--- src/rtl/pwm_ramp_ctrl_if.sv ---
// Command channel between the control register file and the PWM ramp sequencer.
// Master issues ramp/stop commands; slave (the sequencer) returns cmd_ready.
interface pwm_ramp_ctrl_if #(
  parameter int W = 16
);
  logic         cmd_valid;
  logic         cmd_ready;
  logic         cmd_stop;
  logic [W-1:0] cmd_target;
  logic [W-1:0] cmd_step;
  logic [W-1:0] cmd_period;

  modport master (
    output cmd_valid,
    output cmd_stop,
    output cmd_target,
    output cmd_step,
    output cmd_period,
    input  cmd_ready
  );

  modport slave (
    input  cmd_valid,
    input  cmd_stop,
    input  cmd_target,
    input  cmd_step,
    input  cmd_period,
    output cmd_ready
  );
endinterface

--- src/rtl/pwm_ramp_ctrl.sv ---
// Soft-start/soft-stop sequencer for one PWM channel: steps compare toward a
// latched target by a fixed increment once per carrier period tick.
//
//   state    | meaning
//   ---------+-----------------------------------------------------------
//   IDLE     | channel off, compare held at 0, accepts commands
//   RAMP     | channel on, stepping compare toward target on each tick
//   HOLD     | channel on, compare at target, accepts commands
//   STOPPING | channel on, stepping compare toward 0, then switches off
module pwm_ramp_ctrl #(
  parameter int W = 16
) (
  input  logic             clk,
  input  logic             reset,
  pwm_ramp_ctrl_if.slave   cmd,
  input  logic             abort,
  input  logic             period_tick,
  output logic [W-1:0]     period,
  output logic [W-1:0]     compare,
  output logic             pwm_onoff,
  output logic             busy,
  output logic             done
);

  typedef enum logic [1:0] {
    IDLE     = 2'd0,
    RAMP     = 2'd1,
    HOLD     = 2'd2,
    STOPPING = 2'd3
  } state_t;

  state_t       state_q,   state_d;
  logic [W-1:0] period_q,  period_d;
  logic [W-1:0] compare_q, compare_d;
  logic [W-1:0] target_q,  target_d;
  logic [W-1:0] step_q,    step_d;
  logic         onoff_q,   onoff_d;
  logic         done_q,    done_d;
  logic         armed_q,   armed_d;

  logic         accept;
  logic         going_up;
  logic [W:0]   diff;
  logic         last_step;
  logic [W-1:0] clamped_target;

  // Ready is held low while reset is asserted and rises on the first edge after release.
  assign cmd.cmd_ready = armed_q & ((state_q == IDLE) | (state_q == HOLD));
  assign accept        = cmd.cmd_valid & cmd.cmd_ready;

  assign clamped_target = (cmd.cmd_target < cmd.cmd_period) ? cmd.cmd_target : cmd.cmd_period;

  assign going_up  = (target_q >= compare_q);
  assign diff      = going_up ? ({1'b0, target_q} - {1'b0, compare_q})
                              : ({1'b0, compare_q} - {1'b0, target_q});
  assign last_step = (step_q == '0) || (diff <= {1'b0, step_q});

  always_comb begin
    state_d   = state_q;
    period_d  = period_q;
    compare_d = compare_q;
    target_d  = target_q;
    step_d    = step_q;
    onoff_d   = onoff_q;
    done_d    = 1'b0;
    armed_d   = 1'b1;

    if (abort) begin
      state_d   = IDLE;
      compare_d = '0;
      onoff_d   = 1'b0;
    end else begin
      case (state_q)
        IDLE: begin
          if (accept) begin
            if (cmd.cmd_stop) begin
              done_d = 1'b1;
            end else begin
              period_d  = cmd.cmd_period;
              target_d  = clamped_target;
              step_d    = cmd.cmd_step;
              compare_d = '0;
              onoff_d   = 1'b1;
              state_d   = RAMP;
            end
          end
        end
        HOLD: begin
          // A tick coinciding with an accept is dropped; stepping starts on the next tick.
          if (accept) begin
            step_d = cmd.cmd_step;
            if (cmd.cmd_stop) begin
              target_d = '0;
              state_d  = STOPPING;
            end else begin
              period_d = cmd.cmd_period;
              target_d = clamped_target;
              state_d  = RAMP;
            end
          end
        end
        RAMP, STOPPING: begin
          if (period_tick) begin
            if (last_step) begin
              compare_d = target_q;
              done_d    = 1'b1;
              if (state_q == STOPPING) begin
                onoff_d = 1'b0;
                state_d = IDLE;
              end else begin
                state_d = HOLD;
              end
            end else if (going_up) begin
              compare_d = compare_q + step_q;
            end else begin
              compare_d = compare_q - step_q;
            end
          end
        end
        default: begin
          state_d = IDLE;
        end
      endcase
    end
  end

  always_ff @(posedge clk or negedge reset) begin
    if (!reset) begin
      state_q   <= IDLE;
      period_q  <= '0;
      compare_q <= '0;
      target_q  <= '0;
      step_q    <= '0;
      onoff_q   <= 1'b0;
      done_q    <= 1'b0;
      armed_q   <= 1'b0;
    end else begin
      state_q   <= state_d;
      period_q  <= period_d;
      compare_q <= compare_d;
      target_q  <= target_d;
      step_q    <= step_d;
      onoff_q   <= onoff_d;
      done_q    <= done_d;
      armed_q   <= armed_d;
    end
  end

  assign period    = period_q;
  assign compare   = compare_q;
  assign pwm_onoff = onoff_q;
  assign done      = done_q;
  assign busy      = (state_q == RAMP) || (state_q == STOPPING);

endmodule

--- src/flat_wrapper.sv ---
// flat-port wrapper written by rule: the top's interface ports become plain ports
module pwm_ramp_ctrl_flat 
#(
  parameter int W = 16
)
  (clk, reset, abort, period_tick, period, compare, pwm_onoff, busy, done, cmd_cmd_valid, cmd_cmd_stop, cmd_cmd_target, cmd_cmd_step, cmd_cmd_period, cmd_cmd_ready);
  pwm_ramp_ctrl_if #(.W(W)) cmd_i ();
  input  logic clk;
  input  logic reset;
  input  logic abort;
  input  logic period_tick;
  output logic [W-1:0] period;
  output logic [W-1:0] compare;
  output logic pwm_onoff;
  output logic busy;
  output logic done;
  input wire logic [$bits(cmd_i.cmd_valid)-1:0] cmd_cmd_valid;
  input wire logic [$bits(cmd_i.cmd_stop)-1:0] cmd_cmd_stop;
  input wire logic [$bits(cmd_i.cmd_target)-1:0] cmd_cmd_target;
  input wire logic [$bits(cmd_i.cmd_step)-1:0] cmd_cmd_step;
  input wire logic [$bits(cmd_i.cmd_period)-1:0] cmd_cmd_period;
  output wire logic [$bits(cmd_i.cmd_ready)-1:0] cmd_cmd_ready;
  assign cmd_i.cmd_valid = cmd_cmd_valid;
  assign cmd_i.cmd_stop = cmd_cmd_stop;
  assign cmd_i.cmd_target = cmd_cmd_target;
  assign cmd_i.cmd_step = cmd_cmd_step;
  assign cmd_i.cmd_period = cmd_cmd_period;
  assign cmd_cmd_ready = cmd_i.cmd_ready;
  pwm_ramp_ctrl #(.W(W)) u_core (.clk(clk), .reset(reset), .cmd(cmd_i), .abort(abort), .period_tick(period_tick), .period(period), .compare(compare), .pwm_onoff(pwm_onoff), .busy(busy), .done(done));
endmodule
--- config.mk ---
export PLATFORM = sky130hd
export DESIGN_NAME = pwm_ramp_ctrl_flat
export DESIGN_NICKNAME = d
export VERILOG_FILES = /design/src/rtl/pwm_ramp_ctrl_if.sv /design/src/rtl/pwm_ramp_ctrl.sv /design/src/flat_wrapper.sv
export SDC_FILE = /design/constraint.sdc
export NUM_CORES = 1
export LEC_CHECK = 0
export ABC_AREA = 0
export ABC_CLOCK_PERIOD_IN_PS = 7100
export BUFFER_PORTS_ARGS = -buffer_cell sky130_fd_sc_hd__buf_4
export CORE_ASPECT_RATIO = 0.6
export CORE_MARGIN = 10
export CORE_UTILIZATION = 60
export DETAILED_ROUTE_END_ITERATION = 10
export GPL_TIMING_DRIVEN = 0
export HOLD_SLACK_MARGIN = 0.12
export PLACE_DENSITY = 0.82
export SETUP_SLACK_MARGIN = 0.3
export SKIP_LAST_GASP = 1
export SYNTH_ARGS = -nofsm -noshare
export SYNTH_HDL_FRONTEND = slang
export SYNTH_SLANG_ARGS = --single-unit
--- constraint.sdc ---
create_clock -name clk -period 7.1 [get_ports clk]
set_input_delay 0.71 -clock clk [delete_from_list [all_inputs] [get_ports clk]]
set_output_delay 0.71 -clock clk [all_outputs]
set_load 0.01 [all_outputs]
After elaboration in Yosys (flattened, before gate mapping)
Cells that the tools add are included.
W data, S select, Z words.
{ "word_totals": {"reg_bits": 69, "latchBits": 0, "ramBits": 0, "mem_bits_ro": 0, "output_inout_bits": 36, "elab_cells": 85, "mem_count": 0} }
{ "op_classes": {"addsub": 4, "n_mul": 0, "div_mod_pow": 0, "magnitude_cmp": 3, "n_eq_ne": 12, "shifts": 0, "n_mux": 40, "bitwise_logic": 5, "n_reduce_logical": 13} }
{ "ops": {"columns": ["operator", "n"], "rows": [
  ["$mux W16", 14],
  ["$pmux W16 S2", 3],
  ["$sub A16 B16 Y17", 2],
  ["$le A17 B16 Y1", 1],
  ["$mux W17", 1],
  ["$add A16 B16 Y16", 1],
  ["$ge A16 B16 Y1", 1],
  ["$logic_not A16 Y1", 1],
  ["$lt A16 B16 Y1", 1],
  ["$mux W2", 8],
  ["$sub A16 B16 Y16", 1],
  ["$ne A3 B2 Y1 const B", 4],
  ["$mux W1", 11],
  ["$reduce_and A5 Y1", 2],
  ["$reduce_and A4 Y1", 2],
  ["$ne A3 B3 Y1 const B", 2],
  ["$pmux W2 S3", 1],
  ["$reduce_and A6 Y1", 1],
  ["$eq A2 B2 Y1 const B", 2],
  ["$ne A2 B1 Y1 const B", 2],
  ["$pmux W1 S2", 2],
  ["$reduce_or A2 Y1", 2],
  ["$reduce_bool A3 Y1", 1],
  ["$and A1 B1 Y1", 2],
  ["7 further kinds", 9]
]} }

Depth between registers and ports, before layout
{ "depth": {"word_depth": 8, "mapped_depth": 22, "ltp_nobuf": 21} }

Worst setup path after synthesis
No wires, ideal clock.
{ "synth_timing": {"kind": "register to register", "startpoint": "register u_core.compare_q[1] (netlist: u_core.compare[1])", "endpoint": "register u_core.compare_q[10] (netlist: u_core.compare[10])", "setup_ns": 0.126, "arrival_ns": 4.921, "slack_ns": 2.052, "path_stages_with_launch": 22, "n_path_buf": 2, "period_less_slack_ns": 5.048, "cell_sequence": "dfrtp_1 > inv_1 > ha_1 > nor2b_2 > o2111ai_2 > a31o_4 > a211o_1 > o21ai_0 > clkbuf_1 > nor2_1 > a21oi_1 > xor2_1 > ha_1 > a21o_1 > a21o_1 > a21oi_1 > nor2_1 > o31ai_1 > o311a_4 > nor2_2 > buf_4 > a221o_1"} }
{ "synth_between": {"elab_chain_len": 8, "word_cells_on_any_way": 13} }
{ "synth_rtl": {"columns": ["item", "line", "source"], "rows": [
  ["start: declaration", "pwm_ramp_ctrl.sv:34", "logic [W-1:0] compare_q, compare_d;"],
  ["start signal: assignment", "pwm_ramp_ctrl.sv:140", "compare_q <= compare_d;"],
  ["$sub A16 B16 Y17 (tied with other cells)", "pwm_ramp_ctrl.sv:55", ": ({1'b0, compare_q} - {1'b0, target_q});"],
  ["$mux W17", "pwm_ramp_ctrl.sv:54", "assign diff = going_up ? ({1'b0, target_q} - {1'b0, compare_q})"],
  ["$le A17 B16 Y1", "pwm_ramp_ctrl.sv:56", "assign last_step = (step_q == '0) || (diff <= {1'b0, step_q});"],
  ["$logic_or A1 B1 Y1", "pwm_ramp_ctrl.sv:56", null],
  ["$mux W16 *", "pwm_ramp_ctrl.sv:104", "if (last_step) begin"],
  ["$mux W16 *", "pwm_ramp_ctrl.sv:103", "if (period_tick) begin"],
  ["$pmux W16 S2 *", "pwm_ramp_ctrl.sv:73", "case (state_q)"],
  ["$mux W16 *", "pwm_ramp_ctrl.sv:68", "if (abort) begin"]
]} }
Mark *: on every way between the ends. The rest lies on a longest branch, timed or not. The select of a mux whose other input is x is not followed.
A chain may end at the register's enable or synchronous reset.

Final worst setup path
{ "layout_timing": {"startpoint": "register u_core.compare_q[1] (netlist: u_core.compare[1])", "endpoint": "register u_core.compare_q[11] (netlist: u_core.compare[11])"} }
Same word-level chain as after synthesis.

==> flow_metrics.py <==
metrics = {
    "outcome": {
        "status": "complete, no violations",
    },
    "drt": {
        "first_iter_violations": 671,
        "drt_wl_total_mm": 21.8,
        "route.met3.wl_mm": 2.35,
        "via_per_inst": 6.24,
        "wl_met1_mm": 10.6,
        "ant_nets": 0,
        "dr_total_vias": 6853,
        "dr.pass1.iters": 5,
        "wire_per_inst_um": 19.9,
        "drc": 0,
        "topRoutingLayerUsed": "met4",
        "wl_met2_mm": 8.75,
    },
    "pwr": {
        "total_power_mw": 4.24,
        "ir_drop_mv": 0.354,
        "power.leakage_nw": 3.73,
        "p_per_area_mw_per_mm2": 523,
    },
    "synthesis": {
        "synthFlopType": "dfrtp_1",
        "synth.distinct_cells": 75,
        "netlist_top_cells_area": "dfrtp_1, ha_1, a21oi_1, nand2_1, inv_1",
        "ys_ff_latch": 69,
        "postSynthCellCount": 835,
        "synth-edff-count": 0,
        "ys_seq_area_share_pct": 25.0,
        "yosys.area.top_type": "dfrtp_1",
        "syn_avg_cell_area_sq_um": 8.28,
        "async_flop_share_pct": 100,
        "yosys_warnings": 0,
        "syn_area_sq_mm": 0.00692,
        "synth_nets": 971,
        "synth_top_area_share_pct": 25.0,
    },
    "timing": {
        "relSlewSlack_pct": 34.8,
        "period_needed_ns": 6.40,
        "setup_tns_ns": 0,
        "setup_viol": 0,
        "fin_crit_sh_pct": 90.2,
        "worst_slack_ns": 0.697,
        "fmax_mhz": 156,
        "max_slew.worst_pin.slew_ns": 0.970,
        "rsz0062_at_grt": "no",
        "finalHoldViolations": 0,
        "hold_slack_ns": 0.481,
        "clock_skew_ns": 0.00418,
        "final_max_slew_viol_count": 0,
    },
    "die": {
        "ioPinCount": 90,
        "core_sq_mm": 0.0113,
        "fp.dieArea_sq_mm": 0.0164,
        "start_util_pct": 61.2,
        "core.rowCount": 30,
        "die_w_um": 159,
        "fp.dieH_um": 103,
    },
    "clock_network": {
        "cts_buffer_depth": 2,
        "postCtsSetupRepairBufs": 0,
        "clkTransAtPathRegs_ns": 0.06,
        "cts_buffers": 9,
        "cts.sinks": 69,
        "clockRootBuffer": "clkbuf_16",
        "ctsHoldBuffers": 0,
        "cts_tree": "done",
        "cts_resized": 0,
        "cts_max_level": 3,
        "clk_latency_ns": 0.34,
    },
    "layout": {
        "post-route-util_pct": 71.8,
        "final_cell_mix": "buf_4, nand2_1, a21oi_1, inv_1, ha_1",
        "fin_nets": 1070,
        "n_antenna_cell": 0,
        "multi_input_area_sq_mm": 0.00468,
        "syn2layout_area_growth_pct": 17.2,
        "seqCellArea_sq_mm": 0.00173,
        "fin_cells": 1098,
        "layout-drive-gt1-share_pct": 16.7,
        "fillers": 916,
        "final_common_cell": "buf_4",
        "design_area_sq_mm": 0.00811,
    },
    "critical_path": {
        "required_ns": 7.32,
        "cp_max_fo": 10,
        "setup.worst_path.start_class": "register",
        "crit_path_end_kind": "register",
        "crit_type": "register to register",
        "critPathArrivalTime_ns": 6.62,
    },
    "placement": {
        "place.gp.congestion": 0.965,
        "dp.cells": 1083,
        "dp.final_hpwl_mm": 17.5,
        "io_buffers": 88,
        "placed_area_sq_mm": 0.00778,
        "preCtsSetupSlack_ns": 0.921,
    },
    "global_route": {
        "antenna_found_initial": 0,
        "track_usage_pct": 26.9,
        "grt_overflow": 0,
        "grt_pass1_wl_mm": 34.7,
        "grt_max_degree": 70,
        "grt_pass1_vias": 6441,
    },
    "min_path": {
        "hold_path.class": "register to register",
    },
    "run": {
        "cap_violations": 0,
    },
}
## cells in the mapped netlist, types with 3 or more instances
master,instances
a31oi_1,5
and3_1,4
nand2b_1,10
or2_2,3
a221o_1,8
a21oi_1,80
or3_1,5
dfrtp_1,69
xor2_1,14
a211oi_1,19
a211o_1,4
nor2b_1,7
or4_1,3
o221ai_1,5
nand4_1,13
o21a_1,5
o211ai_1,20
nor2_1,35
inv_1,79
clkbuf_1,28
mux2_2,18
o21bai_1,3
a41oi_1,3
nand2_1,87
ha_1,79
o21ai_0,46
o311ai_0,3
mux2i_1,5
nor3_1,10
xnor2_1,25
buf_2,5
nand3b_1,5
buf_4,8
nand3_1,25
a21boi_0,3
o2111ai_1,17
o21ai_1,4
fa_1,3
o31ai_1,8
a21o_1,20
## worst paths after layout
kind,startpoint,endpoint,slack (ns),cells after the start
worst max-delay path,u_core.compare[1]$_DFFE_PN0P_,u_core.compare[11]$_DFFE_PN0P_,0.70,19
worst min-delay path,u_core.period[6]$_DFFE_PN0P_,u_core.period[6]$_DFFE_PN0P_,0.48,2
worst max register to register,u_core.compare[1]$_DFFE_PN0P_,u_core.compare[11]$_DFFE_PN0P_,0.70,19
worst min register to register,u_core.period[6]$_DFFE_PN0P_,u_core.period[6]$_DFFE_PN0P_,0.48,2
max in group asynchronous,reset,u_core.step_q[4]$_DFFE_PN0P_,5.96,1
min in group asynchronous,reset,u_core.period[14]$_DFFE_PN0P_,0.51,1
## worst max-delay path: stages, from the launching register on
cell       delay [ns]
dfrtp_1          0.51
inv_1            0.13
ha_1             0.36
nor2b_2          0.20
o2111ai_2        0.15
a31o_4           0.33
a211o_1          0.35
o21ai_0          0.29
clkbuf_1         0.56
nand2_1          0.12
a21oi_1          0.16
nor3_1           0.09
ha_1             0.34
a2111oi_0        0.46
nand2_1          0.14
o31ai_1          0.83
a32o_1           0.51
nor2_2           0.20
buf_4            0.23
a221o_1          0.33
## logic make-up (layout without fill, tap and decap cells)
kind of cell / after synthesis / after routing / share of synthesized area (%)
other: 1 / 1 / 0.0542
muxes: 23 / 23 / 3.65
buffers and inverters: 123 / 226 / 7.32
adders and majority gates: 82 / 82 / 15.2
xor gates and xnor gates: 39 / 39 / 4.94
AOI/OAI and AO/OA: 277 / 277 / 28.0
and+or+nand+nor: 221 / 221 / 15.9
DFF: 69 / 69 / 25.0
## layer usage
metal  track usage [%]  up-vias
met2              36.2      337
met4              4.25        0
met5                 0        -
met3              7.23       16
met1              41.6     3242
li1                  -     3258
## layout make-up
class	count	area share, %
well taps	160	2.47
clock inverters	5	1.23
inverters	79	3.66
flip-flops and latches	69	21.3
clock buffers	10	2.82
plain buffers	44	2.59
repair buffers	88	8.15
multi-input cells	643	57.8
## where the power goes
part	internal [mW]	switching [mW]	total, mW
clock network	0.340	0.179	0.519
logic	1.18	1.89	3.07
registers	0.512	0.137	0.649
## flip-flops by register name, indices dropped and copies added, names as in the netlist
| name | count |
|---|---|
| u_core.compare | 16 |
| u_core.period | 16 |
| u_core.step_q | 16 |
| u_core.target_q | 16 |
| u_core.state_q | 2 |
| u_core.armed_q | 1 |
| u_core.done | 1 |
| u_core.pwm_onoff | 1 |
(Power assumes the default switching activity.)
